$ cat src/rtl/lrwait_tail_ctrl.sv
// LRWait/SCWait queue tail controller in front of a TCDM bank: owns per-address reservation slots
// and a one-entry local response buffer. Optional build macro: LRWAIT_ERROR_ON_FULL_EN.
module lrwait_tail_ctrl #(
    parameter int unsigned NumSlots  = 4,
    parameter int unsigned MetaWidth = 16,
    parameter int unsigned AddrWidth = 32
) (
    input  logic                 clk_i,
    input  logic                 rst_ni,
    input  logic [AddrWidth-1:0] in_qaddr_i,
    input  logic [31:0]          in_qdata_i,
    input  logic                 in_qwrite_i,
    input  logic                 in_qlrwait_i,
    input  logic [3:0]           in_qamo_i,
    input  logic [3:0]           in_qstrb_i,
    input  logic [MetaWidth-1:0] in_qmeta_i,
    input  logic                 in_qvalid_i,
    output logic                 in_qready_o,
    output logic [31:0]          in_pdata_o,
    output logic [MetaWidth-1:0] in_pmeta_o,
    output logic                 in_perror_o,
    output logic                 in_plrwait_o,
    output logic                 in_pvalid_o,
    input  logic                 in_pready_i,
    output logic                 bank_req_o,
    output logic                 bank_we_o,
    output logic                 bank_tag_o,
    output logic [AddrWidth-1:0] bank_addr_o,
    output logic [31:0]          bank_wdata_o,
    output logic [3:0]           bank_be_o,
    output logic [3:0]           bank_amo_o,
    output logic [MetaWidth-1:0] bank_meta_o,
    input  logic                 bank_gnt_i,
    input  logic                 bank_rvalid_i,
    input  logic                 bank_rtag_i,
    input  logic [31:0]          bank_rdata_i,
    input  logic [MetaWidth-1:0] bank_rmeta_i,
    output logic                 bank_rready_o
);

    localparam int unsigned IdxWidth = (NumSlots > 1) ? $clog2(NumSlots) : 1;
    localparam logic [3:0] AmoNone   = 4'h0;
    localparam logic [3:0] AmoLrWait = 4'hC;
    localparam logic [3:0] AmoScWait = 4'hD;

    logic [NumSlots-1:0]  slot_valid_q, slot_valid_d;
    logic [AddrWidth-1:0] slot_addr_q [NumSlots];
    logic [AddrWidth-1:0] slot_addr_d [NumSlots];
    logic [MetaWidth-1:0] slot_head_q [NumSlots];
    logic [MetaWidth-1:0] slot_head_d [NumSlots];
    logic [MetaWidth-1:0] slot_tail_q [NumSlots];
    logic [MetaWidth-1:0] slot_tail_d [NumSlots];

    logic                 lrb_valid_q, lrb_valid_d;
    logic [31:0]          lrb_data_q, lrb_data_d;
    logic [MetaWidth-1:0] lrb_meta_q, lrb_meta_d;
    logic                 lrb_lrwait_q, lrb_lrwait_d;
    logic                 lrb_error_q, lrb_error_d;

    logic                 is_lrwait, is_wakeup, is_scwait;
    logic                 match_hit, free_hit;
    logic [IdxWidth-1:0]  match_idx, free_idx;
    logic                 req_ready, hs;
    logic                 lrb_push, lrb_pop;
    logic [31:0]          push_data;
    logic [MetaWidth-1:0] push_meta;
    logic                 push_lrwait, push_error;

    assign is_wakeup = (in_qamo_i == AmoLrWait) && in_qlrwait_i;
    assign is_lrwait = (in_qamo_i == AmoLrWait) && !in_qlrwait_i;
    assign is_scwait = (in_qamo_i == AmoScWait);
    assign hs        = in_qvalid_i && bank_gnt_i;

    always_comb begin
        match_hit = 1'b0;
        match_idx = '0;
        for (int i = 0; i < int'(NumSlots); i++) begin
            if (!match_hit && slot_valid_q[i] && (slot_addr_q[i] == in_qaddr_i)) begin
                match_hit = 1'b1;
                match_idx = IdxWidth'(i);
            end
        end
    end

    // Descending scan so the lowest free index wins.
    always_comb begin
        free_hit = 1'b0;
        free_idx = '0;
        for (int i = int'(NumSlots) - 1; i >= 0; i--) begin
            if (!slot_valid_q[i]) begin
                free_hit = 1'b1;
                free_idx = IdxWidth'(i);
            end
        end
    end

    always_comb begin
        bank_req_o   = 1'b0;
        bank_we_o    = in_qwrite_i;
        bank_tag_o   = 1'b0;
        bank_addr_o  = in_qaddr_i;
        bank_wdata_o = in_qdata_i;
        bank_be_o    = in_qstrb_i;
        bank_amo_o   = in_qamo_i;
        bank_meta_o  = in_qmeta_i;
        req_ready    = 1'b0;
        lrb_push     = 1'b0;
        push_data    = '0;
        push_meta    = in_qmeta_i;
        push_lrwait  = 1'b0;
        push_error   = 1'b0;
        slot_valid_d = slot_valid_q;
        slot_addr_d  = slot_addr_q;
        slot_head_d  = slot_head_q;
        slot_tail_d  = slot_tail_q;

        if (is_wakeup) begin
            if (match_hit) begin
                bank_req_o  = in_qvalid_i;
                bank_we_o   = 1'b0;
                bank_amo_o  = AmoNone;
                bank_meta_o = in_qdata_i[MetaWidth-1:0];
                req_ready   = bank_gnt_i;
                if (hs) slot_head_d[match_idx] = in_qdata_i[MetaWidth-1:0];
            end else begin
                req_ready = 1'b1;
            end
        end else if (is_lrwait) begin
            if (match_hit) begin
                // Successor joins the queue: tell the previous tail who follows it.
                req_ready   = !lrb_valid_q;
                lrb_push    = in_qvalid_i && !lrb_valid_q;
                push_data   = 32'(in_qmeta_i);
                push_meta   = slot_tail_q[match_idx];
                push_lrwait = 1'b1;
                if (lrb_push) slot_tail_d[match_idx] = in_qmeta_i;
            end else if (free_hit) begin
                bank_req_o = in_qvalid_i;
                bank_we_o  = 1'b0;
                bank_amo_o = AmoNone;
                req_ready  = bank_gnt_i;
                if (hs) begin
                    slot_valid_d[free_idx] = 1'b1;
                    slot_addr_d[free_idx]  = in_qaddr_i;
                    slot_head_d[free_idx]  = in_qmeta_i;
                    slot_tail_d[free_idx]  = in_qmeta_i;
                end
            end else begin
`ifdef LRWAIT_ERROR_ON_FULL_EN
                req_ready  = !lrb_valid_q;
                lrb_push   = in_qvalid_i && !lrb_valid_q;
                push_error = 1'b1;
`else
                req_ready  = 1'b0;
`endif
            end
        end else if (is_scwait) begin
            if (match_hit && (slot_head_q[match_idx] == in_qmeta_i)) begin
                bank_req_o = in_qvalid_i;
                bank_we_o  = 1'b1;
                bank_tag_o = 1'b1;
                bank_amo_o = AmoNone;
                req_ready  = bank_gnt_i;
                if (hs && (slot_head_q[match_idx] == slot_tail_q[match_idx])) begin
                    slot_valid_d[match_idx] = 1'b0;
                end
            end else begin
                req_ready = !lrb_valid_q;
                lrb_push  = in_qvalid_i && !lrb_valid_q;
                push_data = 32'd1;
            end
        end else begin
            bank_req_o = in_qvalid_i;
            req_ready  = bank_gnt_i;
        end
    end

    assign in_qready_o = rst_ni && req_ready;

    // Bank responses always win; the buffered entry waits for an idle response channel.
    assign lrb_pop       = lrb_valid_q && !bank_rvalid_i && in_pready_i;
    assign bank_rready_o = in_pready_i;
    assign in_pvalid_o   = bank_rvalid_i || lrb_valid_q;

    always_comb begin
        in_pdata_o   = '0;
        in_pmeta_o   = '0;
        in_perror_o  = 1'b0;
        in_plrwait_o = 1'b0;
        if (bank_rvalid_i) begin
            in_pdata_o = bank_rtag_i ? 32'd0 : bank_rdata_i;
            in_pmeta_o = bank_rmeta_i;
        end else if (lrb_valid_q) begin
            in_pdata_o   = lrb_data_q;
            in_pmeta_o   = lrb_meta_q;
            in_perror_o  = lrb_error_q;
            in_plrwait_o = lrb_lrwait_q;
        end
    end

    always_comb begin
        lrb_valid_d  = lrb_valid_q;
        lrb_data_d   = lrb_data_q;
        lrb_meta_d   = lrb_meta_q;
        lrb_lrwait_d = lrb_lrwait_q;
        lrb_error_d  = lrb_error_q;
        if (lrb_push) begin
            lrb_valid_d  = 1'b1;
            lrb_data_d   = push_data;
            lrb_meta_d   = push_meta;
            lrb_lrwait_d = push_lrwait;
            lrb_error_d  = push_error;
        end else if (lrb_pop) begin
            lrb_valid_d = 1'b0;
        end
    end

    always_ff @(posedge clk_i or negedge rst_ni) begin
        if (!rst_ni) begin
            slot_valid_q <= '0;
            for (int i = 0; i < int'(NumSlots); i++) begin
                slot_addr_q[i] <= '0;
                slot_head_q[i] <= '0;
                slot_tail_q[i] <= '0;
            end
            lrb_valid_q  <= 1'b0;
            lrb_data_q   <= '0;
            lrb_meta_q   <= '0;
            lrb_lrwait_q <= 1'b0;
            lrb_error_q  <= 1'b0;
        end else begin
            slot_valid_q <= slot_valid_d;
            slot_addr_q  <= slot_addr_d;
            slot_head_q  <= slot_head_d;
            slot_tail_q  <= slot_tail_d;
            lrb_valid_q  <= lrb_valid_d;
            lrb_data_q   <= lrb_data_d;
            lrb_meta_q   <= lrb_meta_d;
            lrb_lrwait_q <= lrb_lrwait_d;
            lrb_error_q  <= lrb_error_d;
        end
    end

endmodule

$ cat config.mk
export PLATFORM = sky130hd
export DESIGN_NAME = lrwait_tail_ctrl
export DESIGN_NICKNAME = d
export VERILOG_FILES = /design/src/rtl/lrwait_tail_ctrl.sv
export SDC_FILE = /design/constraint.sdc
export NUM_CORES = 1
export LEC_CHECK = 0
export BUFFER_PORTS_ARGS = -buffer_cell sky130_fd_sc_hd__buf_2
export CORE_ASPECT_RATIO = 1.2
export CORE_MARGIN = 2
export CORE_UTILIZATION = 50
export CTS_BUF_LIST = sky130_fd_sc_hd__clkbuf_4 sky130_fd_sc_hd__clkbuf_8 sky130_fd_sc_hd__clkbuf_16
export DETAILED_ROUTE_END_ITERATION = 10
export PLACE_DENSITY = 0.76
export SETUP_SLACK_MARGIN = 0.15
export SYNTH_ARGS = -nofsm -noshare
export SYNTH_HDL_FRONTEND = slang
export SYNTH_SLANG_ARGS = --single-unit
$ cat constraint.sdc
create_clock -name clk_i -period 6.94 [get_ports clk_i]
set_input_delay 1.388 -clock clk_i [delete_from_list [all_inputs] [get_ports clk_i]]
set_output_delay 1.388 -clock clk_i [all_outputs]
set_load 0.01 [all_outputs]
==> summary.md, run 1 <==
| Metric | Value |
|---|---|
| Max Cap Viol | `0` |
| Pre-CTS setup slack | `-0.272 ns` |
| Clk root buf | `clkbuf_16` |
| WL/cell | `24.2 um` |
| Global-route wire length before repair | `83.5 mm` |
| # port buffers | `247` |
| EDFF count, synth | `0` |
| Worst slew pin tran | `1.14 ns` |
| Top area cells in the synthesized netlist | `dfrtp_1 44%, mux2_2 14%, xor2_1 4.7%` |
| Vias in the first global route | `14100` |
| Slew HR | `24.1%` |
| Most common cell in the netlist | `dfrtp_1` |
| Final setup margin | `0.203 ns` |
| CTS tree | `yes` |
| Tot Pwr | `0.00441 W` |
| Area Growth Syn to Fin | `21.7%` |
| Initial Util | `50.7%` |
| Total track usage | `31.7%` |
| Core Rows | `73` |
| Mean Syn Cell Area | `10.2 um2` |
| Post-synth top cells | `294 x dfrtp_1, 208 x mux2_2, 120 x clkbuf_1, 110 x nor2_1, 90 x xor2_1` |
| Post-detail-place hpwl | `40.8 mm` |
| Gate Count Post-Synth | `1638` |
| Ys async rst share | `100%` |
| First-pass detailed-route iteration total | `5` |
| Die height | `205 um` |
| Largest net degree at the start of global routing | `124` |
| Final setup vio count | `0` |
| PwrDens | `216 nW/um2` |
| Syn Nets | `1783` |
| Yosys warnings | `0` |
| Synth Flop Type | `dfrtp_1` |
| Post-route cell area | `20400 um2` |
| Final wirelength | `56.4 mm` |
| Fin. Hold Viols | `0` |
| Inserted Diodes | `0` |
| Synthesized flop and latch total | `294` |
| Worst hold path type | `reg -> reg` |
| Area leader, netlist | `dfrtp_1` |
| Ports | `289` |
| Yosys cell types | `64` |
| WHS | `0.487 ns` |
| Fillers | `2702` |
| Drt drc | `0` |
| Max-slew violation count | `0` |
| Final ANT Viol Nets | `0` |
| TritonCTS Buffers | `31` |
| Status | `completed` |
| Kind of critical path | `in -> out` |
| CORE AREA | `33100 um2` |
| Tcrit/Tclk final | `97.1%` |
| Nets | `2005` |
| RSZ-0062 raised after global routing | `true` |
| FF/Latch Area | `7360 um2` |
| Fmax | `0.148 GHz` |
| Htree depth | `1` |
| Post-Place Cell Area | `18500 um2` |
| Peak VDD IR | `0.000230 V` |
| Share of the synthesized area in the top cell type | `43.9%` |
| Req. time, crit path | `5.55 ns` |
| Critical Path End Type | `output pin` |
| Worst Skew | `0.0124 ns` |
| Layout cells sized above 1 | `40.7%` |
| Starting DRC count in detailed routing | `1334` |
| Die area | `35000 um2` |
| Global route overflow | `0` |
| CP arrival | `5.35 ns` |
| Crit start category | `input pin` |
| Global placer's final weighted congestion | `0.967` |
| P_leak | `9.69 nW` |
| Min Tclk post-route | `6.74 ns` |
| Sequential-to-total area share from yosys stat | `43.9%` |
| Die W | `171 um` |
| Via/cell ratio | `6.14` |
| CP max FO | `5` |
| Via count | `14300` |
| Worst-path clk slew | `0.06 ns` |
| Syn Std Cell Area | `16800 um2` |
| Multi-input gate area | `8750 um2` |
| # clock sinks | `294` |
| Clk_lat worst skew | `0.57 ns` |
| Antenna violations before repair | `0` |
| Clock tree buffer depth | `3` |
==> timing repair <==
action                                  CTS  global route
endpoints found under the setup margin    7             7
gates resized for setup                  33            76
hold buffers                              0             0
setup buffers                            13            14
pin swaps                                14            35
==> registers in the layout (all words and copies together), names as in the netlist <==
register      cells
lrb_data_q       16
lrb_meta_q       16
slot_addr_q     128
slot_valid_q      4
lrb_lrwait_q      1
slot_head_q      64
lrb_valid_q       1
slot_tail_q      64
==> kinds of logic (layout without fill, tap and decap cells) <==
family	Yosys count	count (layout)	synth area share, %
AND/OR/NAND/NOR	399	399	12.4
AO/OA/AOI/OAI	333	333	13.5
flip-flops	294	294	43.9
buffers and inverters	240	483	7.21
multiplexers	221	221	15.1
XOR/XNOR	150	150	7.84
other	1	1	0.0224
==> critical path, cell delays in order <==
cell	delay, ns
buf_12	0.11
xor2_2	0.15
or4_4	0.57
nor4_4	0.26
nand3_2	0.19
buf_6	0.17
o32ai_4	0.27
nor3_1	0.10
or4_4	0.57
or4b_4	0.61
nor4b_4	0.31
buf_4	0.17
buf_6	0.09
a311oi_2	0.10
buf_4	0.17
buf_6	0.11
==> metrics by stage <==
step                std cells  TNS (ns)  utilization [%]
finish                   2331         0             61.6
global route             2331         0             61.6
CTS                      2317         0             60.1
detailed placement       2250    -0.475             56.0
global placement         2250    -0.160             56.0
floorplan                1638         0                -
==> worst paths after layout <==
kind                                      start         endpoint  slack (ns)  cells past startpoint
worst max-delay path              in_qaddr_i[9]      in_qready_o        0.20                     16
worst min-delay path            slot_tail_q[31]  slot_tail_q[31]        0.49                      2
worst max register to register  slot_addr_q[96]  slot_valid_q[2]        2.26                     18
worst min register to register  slot_tail_q[31]  slot_tail_q[31]        0.49                      2
max in group asynchronous                rst_ni  slot_addr_q[12]        4.06                      3
min in group asynchronous                rst_ni    lrb_data_q[0]        0.83                      1
==> placed cells by master, fill, tap and decap left out, types with 5 or more instances in the layout <==
cell type	n
xor2_1	80
dfrtp_1	294
nor2_1	102
clkbuf_4	9
buf_4	141
and3_1	5
xnor2_2	8
nor3_1	35
xor2_2	8
and2_1	20
nor4_1	25
a21oi_1	65
o211ai_1	5
a32oi_1	64
xnor2_1	50
nand4b_1	11
or4_4	7
mux2_2	208
clkbuf_16	31
o21ai_0	62
o22ai_1	43
a21o_1	6
nand4_1	29
o22ai_2	5
nor2_2	6
buf_6	13
a22o_1	33
buf_2	237
mux2_4	12
or2_2	7
nor4_2	8
buf_12	5
nand2_1	78
clkbuf_8	7
nand2b_1	12
nand3_1	12
inv_1	30
o22a_1	5
==> cell type report <==
| class | count | area share [%] |
|---|---|---|
| Clock inverter | 9 | 0.737 |
| Tap cell | 450 | 2.76 |
| Inverter | 30 | 0.552 |
| Timing Repair Buffer | 399 | 12.4 |
| Clock buffer | 45 | 4.54 |
| Sequential cell | 294 | 36.1 |
| Multi-Input combinational cell | 1104 | 42.9 |
==> metal layers <==
metal	up-vias	track usage [%]	wire, um
met3	196	4.10	3960
met2	761	55.3	28200
met5	-	0	0
li1	6286	-	-
met1	7077	37.4	21000
met4	0	17.9	3330
==> where the power goes <==
| part | total, W | leakage, nW | switching (W) | internal, W |
|---|---|---|---|---|
| sequential | 0.00192 | 4.01 | 0.0000899 | 0.00183 |
| clock | 0.00177 | 0.533 | 0.000701 | 0.00106 |
| combinational | 0.000726 | 5.15 | 0.000407 | 0.000319 |
| total | 0.00441 | 9.69 | 0.00120 | 0.00321 |
Power figures use the tool's default switching activity.
==> inputs of run 2 (changes only) <==
--- a/config.mk
+++ b/config.mk
@@ -7,11 +7,12 @@
 export LEC_CHECK = 0
 export BUFFER_PORTS_ARGS = -buffer_cell sky130_fd_sc_hd__buf_2
 export CORE_ASPECT_RATIO = 1.2
-export CORE_MARGIN = 2
-export CORE_UTILIZATION = 50
+export CORE_MARGIN = 1.5
+export CORE_UTILIZATION = 30
 export CTS_BUF_LIST = sky130_fd_sc_hd__clkbuf_4 sky130_fd_sc_hd__clkbuf_8 sky130_fd_sc_hd__clkbuf_16
+export CTS_CLUSTER_DIAMETER = 30
 export DETAILED_ROUTE_END_ITERATION = 10
-export PLACE_DENSITY = 0.76
+export PLACE_DENSITY = 0.52
 export SETUP_SLACK_MARGIN = 0.15
 export SYNTH_ARGS = -nofsm -noshare
 export SYNTH_HDL_FRONTEND = slang
==> run 2 against run 1 <==
Against the previous run: utilization is 20 points lower; first-iteration DRC count shrank 38%; register-to-register slack worse by 0.04 ns; power grew 44%; via count rose by 0.53%; worst setup slack better by 0.026 ns; critical endpoint is now bank_amo_o[3]; largest power group is now the clock network.
==> summary.md, run 2 (same netlist as run 1, synthesis figures left out) <==
| Metric | Value |
|---|---|
| Initial Util | `30.4%` |
| Peak VDD IR | `0.000177 V` |
| Layout cells sized above 1 | `45.0%` |
| Core Rows | `94` |
| Final wirelength | `62.0 mm` |
| Req. time, crit path | `5.55 ns` |
| Hold Crit Depth | `2` |
| Max reg flops | `128` |
| Min Tclk post-route | `6.71 ns` |
| Clk_lat worst skew | `0.61 ns` |
| Final ANT Viol Nets | `0` |
| Via count | `14400` |
| Worst-path clk slew | `0.05 ns` |
| Drt drc | `0` |
| Largest net degree at the start of global routing | `109` |
| CORE AREA | `55000 um2` |
| Global route overflow | `0` |
| Slew HR | `20.2%` |
| Antenna violations before repair | `2` |
| Max Cap Viol | `0` |
| Worst Skew | `0.0263 ns` |
| Total track usage | `21.3%` |
| Via/cell ratio | `5.32` |
| Fin. Hold Viols | `0` |
| Most common cell after layout, fill and taps aside | `dfrtp_1` |
| Global placer's final weighted congestion | `0.933` |
| # clock sinks | `294` |
| Die W | `219 um` |
| CP max FO | `7` |
| Die area | `57300 um2` |
| RSZ-0062 raised after global routing | `true` |
| # port buffers | `247` |
| Fin util | `41.5%` |
| Vias in the first global route | `14700` |
| Worst slew pin tran | `1.19 ns` |
| Tcrit/Tclk final | `96.7%` |
| Reg2Reg Depth | `19` |
| Clk root buf | `clkbuf_16` |
| Largest Register | `slot_addr_q` |
| Worst hold path type | `reg -> reg` |
| TritonCTS Buffers | `74` |
| Crit start category | `input pin` |
| Fmax | `0.149 GHz` |
| CTS tree | `yes` |
| Post-detail-place hpwl | `44.8 mm` |
| Multi-input gate area | `9000 um2` |
| First-pass detailed-route iteration total | `5` |
| WL/cell | `22.9 um` |
| Die height | `262 um` |
| Post-Place Cell Area | `19100 um2` |
| Fillers | `5328` |
| Htree depth | `3` |
| Final setup vio count | `0` |
| Ports | `289` |
| Clock tree buffer depth | `3` |
| Inserted Diodes | `0` |
| Nets | `2073` |
| Most frequent cells in the layout | `294 x dfrtp_1, 235 x buf_2, 208 x mux2_2, 154 x buf_4, 101 x nor2_1` |
| Starting DRC count in detailed routing | `830` |
| Global-route wire length before repair | `91.2 mm` |
| FF/Latch Area | `7360 um2` |
| Area Growth Syn to Fin | `36.5%` |
| CP arrival | `5.32 ns` |
| Max-slew violation count | `0` |
| Biggest registers after layout | `slot_addr_q x128, slot_head_q x64, slot_tail_q x64` |
| P_leak | `10.7 nW` |
| PwrDens | `278 nW/um2` |
| Post-route cell area | `22900 um2` |
| Status | `completed` |
| Kind of critical path | `in -> out` |
| Critical Path End Type | `output pin` |
## run 2: what timing repair did
item / in CTS / in global routing
pin swaps: 28 / 33
gates resized for setup: 81 / 86
gates cloned: 1 / 0
setup endpoints to repair: 7 / 7
buffers inserted: 9 / 10
hold buffers: 0 / 0
## run 2: worst paths after layout
check,start,end,slack [ns]
worst max-delay path,in_qaddr_i[17],bank_amo_o[3],0.23
worst min-delay path,slot_tail_q[24],slot_tail_q[24],0.48
worst max register to register,slot_addr_q[63],lrb_meta_q[11],2.22
worst min register to register,slot_tail_q[24],slot_tail_q[24],0.48
max in group asynchronous,rst_ni,slot_addr_q[90],4.54
min in group asynchronous,rst_ni,lrb_valid_q,0.88
## run 2: per-layer routing
layer / track usage [%] / part of all wire [%] / vias up
met1: 24.7 / 39 / 7148
met4: 10.4 / 4.1 / 2
met2: 37.7 / 51 / 627
met5: 0 / 0.021 / -
li1: - / - / 6473
met3: 3.81 / 6.3 / 146
## run 2: where the power goes
part | internal (W) | switching [W] | total, W
logic | 0.000342 | 0.000413 | 0.000755
clock network | 0.00255 | 0.00112 | 0.00367
registers | 0.00183 | 0.0000916 | 0.00193
## run 2: final cells by class
cell class              count  area share (%)
clock buffers              86            8.74
clock inverters            48            2.92
inverters                  30           0.493
multi-input cells        1104            39.4
flip-flops and latches    294            32.2
well taps                 720            3.94
repair buffers            424            12.3
## run 2: critical path, cell delays in order
cell	delay (ns)
buf_6	0.11
xor2_2	0.18
or4_4	0.53
nor4b_4	0.27
buf_4	0.16
nand4_1	0.14
buf_6	0.19
or3_4	0.39
o22ai_2	0.18
a21oi_4	0.08
xnor2_2	0.20
or4b_4	0.52
nor4b_4	0.34
buf_4	0.18
nor2_4	0.04
buf_12	0.14
a21o_1	0.14
buf_2	0.13
## run 2: through the flow
step	worst slack, ns	setup TNS [ns]	hold WS (ns)	total power (W)	cells
finish	0.228	0	0.483	0.00635	2706
global placement	-0.433	-2.40	0.465	0.00263	2552
global route	0.116	0	0.503	0.00658	2706
floorplan	0.383	0	0.450	0.00233	1638
detailed placement	-0.511	-2.42	0.472	0.00264	2552
CTS	0.0968	0	0.482	0.00637	2696
